## config.mk

```make
export PLATFORM = sky130hd
export DESIGN_NAME = branch_sequencer
export DESIGN_NICKNAME = d
export VERILOG_FILES = /design/src/rtl/hap_pkg.sv /design/src/rtl/branch_decide.sv /design/src/rtl/branch_sequencer.sv
export SDC_FILE = /design/constraint.sdc
export NUM_CORES = 1
export LEC_CHECK = 0
export BUFFER_PORTS_ARGS = -buffer_cell sky130_fd_sc_hd__buf_2
export CAP_MARGIN = 30
export CELL_PAD_IN_SITES_DETAIL_PLACEMENT = 0
export CELL_PAD_IN_SITES_GLOBAL_PLACEMENT = 2
export CORE_ASPECT_RATIO = 1.5
export CORE_UTILIZATION = 25
export DETAILED_ROUTE_END_ITERATION = 12
export PLACE_DENSITY_LB_ADDON = 0.1
export SYNTH_ARGS = -nofsm -noshare
export SYNTH_HDL_FRONTEND = slang
export SYNTH_HIERARCHICAL = 1
export SYNTH_SLANG_ARGS = --single-unit
```

## constraint.sdc

```tcl
create_clock -name clk -period 1.7 [get_ports clk]
set_input_delay 0.34 -clock clk [delete_from_list [all_inputs] [get_ports clk]]
set_output_delay 0.34 -clock clk [all_outputs]
set_load 0.05 [all_outputs]
```

## src/rtl/hap_pkg.sv

```systemverilog
// Shared definitions for the processor control path: opcodes, sequencer
// state encoding and the compare-opcode classifier.
package hap_pkg;

  localparam int OPC_W = 5;

  // Compare opcodes, which load the condition flag.
  localparam logic [OPC_W-1:0] OP_LT   = 5'b01011;
  localparam logic [OPC_W-1:0] OP_GT   = 5'b01100;
  localparam logic [OPC_W-1:0] OP_EQ   = 5'b01101;
  localparam logic [OPC_W-1:0] OP_GTE  = 5'b01110;
  localparam logic [OPC_W-1:0] OP_LTE  = 5'b01111;
  localparam logic [OPC_W-1:0] OP_NE   = 5'b10000;

  // Control-flow opcodes.
  localparam logic [OPC_W-1:0] OP_JMP  = 5'b10001;
  localparam logic [OPC_W-1:0] OP_BRT  = 5'b10010;
  localparam logic [OPC_W-1:0] OP_BRF  = 5'b10011;
  localparam logic [OPC_W-1:0] OP_HALT = 5'b11111;

  typedef enum logic [1:0] {
    ST_PRIME = 2'd0,
    ST_RUN   = 2'd1,
    ST_FLUSH = 2'd2,
    ST_HALT  = 2'd3
  } seq_state_e;

  // Compare opcodes occupy one contiguous range, LT through NE.
  function automatic logic is_cmp(input logic [OPC_W-1:0] opcode);
    return (opcode >= OP_LT) && (opcode <= OP_NE);
  endfunction

endpackage

```

## src/rtl/branch_decide.sv

```systemverilog
// Pure opcode/flag decode. Outputs are raw; the sequencer qualifies them
// with its RUN state and the step enable.
module branch_decide
  import hap_pkg::*;
(
  input  logic [OPC_W-1:0] opcode,
  input  logic             flag,
  output logic             take_branch,
  output logic             is_halt,
  output logic             update_flag
);

  // Branch resolution against the registered flag, HALT and compare detection.
  always_comb begin
    take_branch = 1'b0;
    is_halt     = 1'b0;
    update_flag = is_cmp(opcode);
    case (opcode)
      OP_JMP:  take_branch = 1'b1;
      OP_BRT:  take_branch = flag;
      OP_BRF:  take_branch = ~flag;
      OP_HALT: is_halt     = 1'b1;
      default: ;
    endcase
  end

endmodule

```

## src/rtl/branch_sequencer.sv

```systemverilog
// Program counter owner and branch resolver. Drives the synchronous-read
// instruction memory, squashes the single wrong-path slot after a taken
// branch and parks in HALT until reset.
module branch_sequencer
  import hap_pkg::*;
#(
  parameter int PC_W = 8
) (
  input  logic             clk,
  input  logic             rst,
  input  logic             en,
  input  logic [OPC_W-1:0] instr_opcode,
  input  logic [PC_W-1:0]  instr_target,
  input  logic [2:0]       cmp_rd,
  output logic [PC_W-1:0]  imem_addr,
  output logic             imem_en,
  output logic             issue_valid,
  output logic [PC_W-1:0]  ex_pc,
  output logic             flag,
  output logic             taken,
  output logic             halted
);

  localparam logic [PC_W-1:0] PC_ONE = PC_W'(1);

  seq_state_e      state_q, state_d;
  logic [PC_W-1:0] pc_q, pc_d;
  logic [PC_W-1:0] ex_pc_q, ex_pc_d;
  logic            flag_q, flag_d;
  logic            halted_q, halted_d;

  logic dec_take;
  logic dec_halt;
  logic dec_upd;
  logic run_step;

  // Only bit 0 of the compare result carries the condition.
  logic unused_cmp_hi;
  assign unused_cmp_hi = ^cmp_rd[2:1];

  branch_decide u_decide (
    .opcode      (instr_opcode),
    .flag        (flag_q),
    .take_branch (dec_take),
    .is_halt     (dec_halt),
    .update_flag (dec_upd)
  );

  assign run_step = en && (state_q == ST_RUN);

  // Next-state logic; en=0 leaves every register at its current value.
  always_comb begin
    state_d  = state_q;
    pc_d     = pc_q;
    ex_pc_d  = ex_pc_q;
    flag_d   = flag_q;
    halted_d = halted_q;
    if (en) begin
      case (state_q)
        ST_PRIME: begin
          pc_d    = PC_ONE;
          ex_pc_d = '0;
          state_d = ST_RUN;
        end
        ST_RUN: begin
          if (dec_halt) begin
            halted_d = 1'b1;
            state_d  = ST_HALT;
          end else begin
            pc_d    = pc_q + PC_ONE;
            ex_pc_d = pc_q;
            if (dec_upd) flag_d = cmp_rd[0];
            if (dec_take) begin
              pc_d    = instr_target;
              state_d = ST_FLUSH;
            end
          end
        end
        ST_FLUSH: begin
          // Wrong-path slot: advance only, ignore its opcode entirely.
          pc_d    = pc_q + PC_ONE;
          ex_pc_d = pc_q;
          state_d = ST_RUN;
        end
        default: ;
      endcase
    end
  end

  // State register with synchronous reset that overrides the enable.
  always_ff @(posedge clk) begin
    if (rst) begin
      state_q  <= ST_PRIME;
      pc_q     <= '0;
      ex_pc_q  <= '0;
      flag_q   <= 1'b0;
      halted_q <= 1'b0;
    end else begin
      state_q  <= state_d;
      pc_q     <= pc_d;
      ex_pc_q  <= ex_pc_d;
      flag_q   <= flag_d;
      halted_q <= halted_d;
    end
  end

  assign imem_addr   = pc_q;
  assign imem_en     = en;
  assign issue_valid = (state_q == ST_RUN);
  assign ex_pc       = ex_pc_q;
  assign flag        = flag_q;
  assign taken       = run_step && dec_take && !dec_halt;
  assign halted      = halted_q;

endmodule

```

==> impl_table.tex <==
\begin{tabular}{lr}
\hline
Metric & Value \\
\hline
\multicolumn{2}{l}{\textbf{Run status}} \\
Status & complete, but fails checks \\
Violations in the final reports & design-rule violations, negative setup slack \\
\multicolumn{2}{l}{\textbf{Logic synthesis}} \\
Post-synthesis instance area & about 1200 sq um \\
Net count after synthesis & 166 \\
Number of flip-flops and latches in the synthesized netlist & 20 \\
Mux share of post-synthesis cell area & 0.0170 \\
Count of cell types in the netlist & 50 \\
Total of warnings raised by yosys & 6 \\
Seq/Total Area, Yosys & 0.341 \\
XOR/XNOR Fraction of Synth Area & 0.0149 \\
Synth async-reset ratio & 0 \\
Synthesized netlist cell count & between 100 and 150 \\
Simple-gate share of the synthesized area & 0.290 \\
Compound-Gate Fraction of Synth Area & 0.237 \\
Per-instance average area after synthesis & between 8 and 9 sq um \\
Number of flops mapped to enable cells by yosys & 0 \\
Dominant combinational cell family by area after synthesis & simple AND/OR/NAND/NOR gates \\
Synth Flop Type & sky130\_fd\_sc\_hd\_\_dfxtp\_1 \\
Share of synthesized cell area in full adder, half adder and majority cells & 0.0532 \\
\multicolumn{2}{l}{\textbf{Floorplanning}} \\
Height of the die & approximately 86 um \\
Area of the placeable core & between 4000 and 5000 sq um \\
Die X & slightly below 60 um \\
Std cell rows & 30 \\
Initial cell density of the core & 0.261 \\
Number of top-level design ports & 40 \\
Total Die Area & $\sim$5000 sq um \\
\multicolumn{2}{l}{\textbf{Critical path}} \\
Biggest fanout along the worst timing path & 2 \\
Crit path max-delay cell type & sky130\_fd\_sc\_hd\_\_or3b\_4 \\
CP startpoint kind & input port \\
Flop-to-flop setup slack & roughly 0.1 ns \\
Worst EP required & between 1 and 1.5 ns \\
Endpoint of the lowest-slack register-to-register path & imem\_addr[7]\$\_SDFFE\_PP0P\_ \\
Worst path top cell family by delay & simple AND/OR/NAND/NOR gates \\
Data arrival time of the critical path & 1.45 ns \\
Critical path endpoint category & primary output \\
Cell count of the worst reg-to-reg path & 6 \\
Critical path type & in2out \\
Critical path buffer and inverter count & 2 \\
Source of the worst register-to-register timing path & state\_q[0]\$\_SDFFE\_PP0P\_ \\
Slowest cell delay on critical path & about 0.4 ns \\
Critical Path, Cell by Cell & buf\_6, or3b\_4, a21oi\_2, and2\_4, and3b\_2, buf\_8 \\
\multicolumn{2}{l}{\textbf{STA}} \\
Fin crit share & 1.05 \\
Number of slew-limit violations in the final report & 0 \\
Count of endpoints failing setup in the final report & 1 \\
Setup total negative slack & -0.0855 ns \\
Minimum clock period after layout & about 1.8 ns \\
Max Clock Freq & 0.560 GHz \\
RSZ-0062 raised after global routing & true \\
Post-layout worst setup margin & -0.0855 ns \\
Tightest Pin Transition & roughly 0.44 ns \\
Headroom to the max-slew limit & 0.706 \\
Final count of hold timing violations & 0 \\
Worst Skew & roughly 0.0032 ns \\
\multicolumn{2}{l}{\textbf{Global routing}} \\
Antenna violations before repair & 0 \\
Global-route wire length before repair & between 5000 and 6000 um \\
Vias in the first global route & $\sim$1200 \\
Residual overflow from global routing & 0 \\
Maximum number of pins on one net before global-route repair & 22 \\
Global-route usage over all layers & 0.150 \\
\multicolumn{2}{l}{\textbf{CTS}} \\
CTS Sinks & 20 \\
Cts hold-fix bufs & 0 \\
Clock tree from TritonCTS & yes \\
Total number of H-tree levels & 1 \\
Reg clk slew, reported paths & approximately 0.080 ns \\
Total clock buffers created by CTS & 3 \\
Clock tree buffer depth & 2 \\
Clock latency reported for the late side of the worst-skew pair & roughly 0.27 ns \\
Master cell of the clock root buffer & sky130\_fd\_sc\_hd\_\_clkbuf\_8 \\
\multicolumn{2}{l}{\textbf{Placement}} \\
Global placer's final weighted congestion & 0.738 \\
Quantity of I/O buffers inserted on ports & 37 \\
Post-detailed-placement half-perimeter wirelength & 2530 um \\
\multicolumn{2}{l}{\textbf{Final layout}} \\
Most common library cell in the layout ignoring fill and taps & sky130\_fd\_sc\_hd\_\_buf\_2 \\
Synth-to-Final Area Change & 41.0\% \\
Count of fill cells added during filler insertion & 482 \\
Number of nets in the finished design & 218 \\
Highest-count cells in the layout ignoring fill and taps & sky130\_fd\_sc\_hd\_\_buf\_2, sky130\_fd\_sc\_hd\_\_nand2\_1, sky130\_fd\_sc\_hd\_\_dfxtp\_1, sky130\_fd\_sc\_hd\_\_buf\_4, sky130\_fd\_sc\_hd\_\_a21oi\_1 \\
Ratio of cells with drive above 1 in the final layout & 0.430 \\
Antenna cell count & 0 \\
\multicolumn{2}{l}{\textbf{Min path}} \\
Hold Path Class & in2reg \\
Hold path depth & 3 \\
Min-Delay Endpoint & flag\$\_SDFFE\_PP0P\_ \\
Min-delay src & cmp\_rd[0] \\
\multicolumn{2}{l}{\textbf{Routing}} \\
Routed wire length & 3410 um \\
Final antenna-violating net count & 0 \\
Detailed-route via count & about 1200 \\
Routed length per instance & $\sim$14 um \\
DRC violation total after the first TritonRoute iteration & 48 \\
Vias per cell & 5.06 \\
Remaining routing DRC violations & 3 \\
1st-pass router iterations & 8 \\
\multicolumn{2}{l}{\textbf{Power and ir drop}} \\
Total power of the final layout & around 1.2 mW \\
Leakage power summed over all cells & between 0.6 and 0.7 nW \\
Design internal power & about 810 uW \\
Power share of the combinational group & 0.251 \\
Power density relative to cell area & slightly above 700 nW/um\^{}2 \\
VDD IR-drop max & just under 300 uV \\
Clk network pwr share & 0.328 \\
Switch share & 0.307 \\
Switching power & between 300 and 400 uW \\
Reg power frac & 0.421 \\
\multicolumn{2}{l}{\textbf{Run}} \\
Max-cap viol count & 0 \\
\hline
\end{tabular}
## state kept, by name, summed over array words and instances, names as in the netlist
register   count
ex_pc          8
flag           1
halted         1
imem_addr      8
state_q        2
## layout make-up
type                            count  area, sq um  area share
Multi-Input combinational cell    111          771       0.465
Clock buffer                        4         55.1      0.0332
Sequential cell                    20          408       0.246
Timing Repair Buffer               54          348       0.210
Tap cell                           48         60.1      0.0363
Inverter                            4         15.0     0.00906
## worst max-delay path by stage
stage	endpoint	cells past startpoint	slack (ns)	start
floorplan	taken	5	-0.07	instr_opcode[3]
global placement	taken	6	-0.18	instr_opcode[3]
detailed placement	state_q[1]$_SDFFE_PP0P_	8	-0.21	instr_opcode[3]
CTS	taken	6	-0.08	instr_opcode[2]
global route	taken	5	-0.12	flag$_SDFFE_PP0P_
finish	taken	6	-0.09	instr_opcode[2]
## worst reg2reg max path, delay by kind of cell, from the launching register on
family,cells,cell delay [ns]
and+or+nand+nor,1,0.14
muxes,1,0.13
adders and majority gates,1,0.39
AOI/OAI and AO/OA,1,0.08
DFF,1,0.42
buffers and inverters,2,0.32
## logic make-up after synthesis
| group | after synthesis |
|---|---|
| fa+ha+maj | 5 |
| xor+xnor | 2 |
| flops | 20 |
| compound gates | 40 |
| mux | 2 |
| simple gates | 62 |
| buf+inv | 11 |
## Yosys cell counts (2+ instances only)
| cell type | count | share of area |
|---|---|---|
| sky130_fd_sc_hd__a21o_1 | 3 | 0.019 |
| sky130_fd_sc_hd__a21oi_1 | 15 | 0.064 |
| sky130_fd_sc_hd__a221oi_1 | 2 | 0.015 |
| sky130_fd_sc_hd__a221oi_2 | 2 | 0.026 |
| sky130_fd_sc_hd__a31oi_1 | 3 | 0.016 |
| sky130_fd_sc_hd__and2b_2 | 2 | 0.015 |
| sky130_fd_sc_hd__buf_2 | 2 | 0.0085 |
| sky130_fd_sc_hd__clkbuf_1 | 2 | 0.0064 |
| sky130_fd_sc_hd__dfxtp_1 | 20 | 0.34 |
| sky130_fd_sc_hd__ha_1 | 5 | 0.053 |
| sky130_fd_sc_hd__inv_1 | 4 | 0.013 |
| sky130_fd_sc_hd__mux2i_1 | 2 | 0.017 |
| sky130_fd_sc_hd__nand2_1 | 24 | 0.077 |
| sky130_fd_sc_hd__nand2_2 | 2 | 0.011 |
| sky130_fd_sc_hd__nand3_1 | 11 | 0.047 |
| sky130_fd_sc_hd__nor2_1 | 5 | 0.016 |
| sky130_fd_sc_hd__nor3_1 | 2 | 0.0085 |
| sky130_fd_sc_hd__o21ai_0 | 3 | 0.013 |
| sky130_fd_sc_hd__or3_1 | 2 | 0.011 |
## per-stage QoR
stage               hold WS [ns]  area [sq um]  instances  utilization  setup WS [ns]
floorplan                  0.469          1190        142            -        -0.0733
global placement           0.435          1500        233        0.334         -0.181
detailed placement         0.441          1500        233        0.334         -0.206
CTS                        0.298          1610        239        0.357        -0.0792
global route               0.322          1660        241        0.368         -0.125
finish                     0.299          1660        241        0.368        -0.0855
## power groups by stage
stage,combinational (mW),sequential [mW],clock (mW)
after floorplan,0.144,0.515,0
after global placement,0.266,0.500,0
after detailed placement,0.271,0.501,0
after CTS,0.279,0.492,0.394
after global routing,0.317,0.494,0.408
final,0.293,0.492,0.382
## layer usage
metal / vias up / track usage / wire length [um]
met4: 0 / 0.0693 / 47
met3: 4 / 0.0196 / 110
met2: 28 / 0.271 / 1820
li1: 622 / - / -
met1: 565 / 0.171 / 1430
met5: - / 0 / 0
## repair_timing
| action | in CTS | in global routing |
|---|---|---|
| gates resized for setup | 7 | 7 |
| buffers inserted | 2 | 3 |
| endpoints found under the setup margin | 1 | 4 |
| cloned | 0 | 0 |
| pin swaps | 1 | 5 |
(Power assumes the default switching activity.)
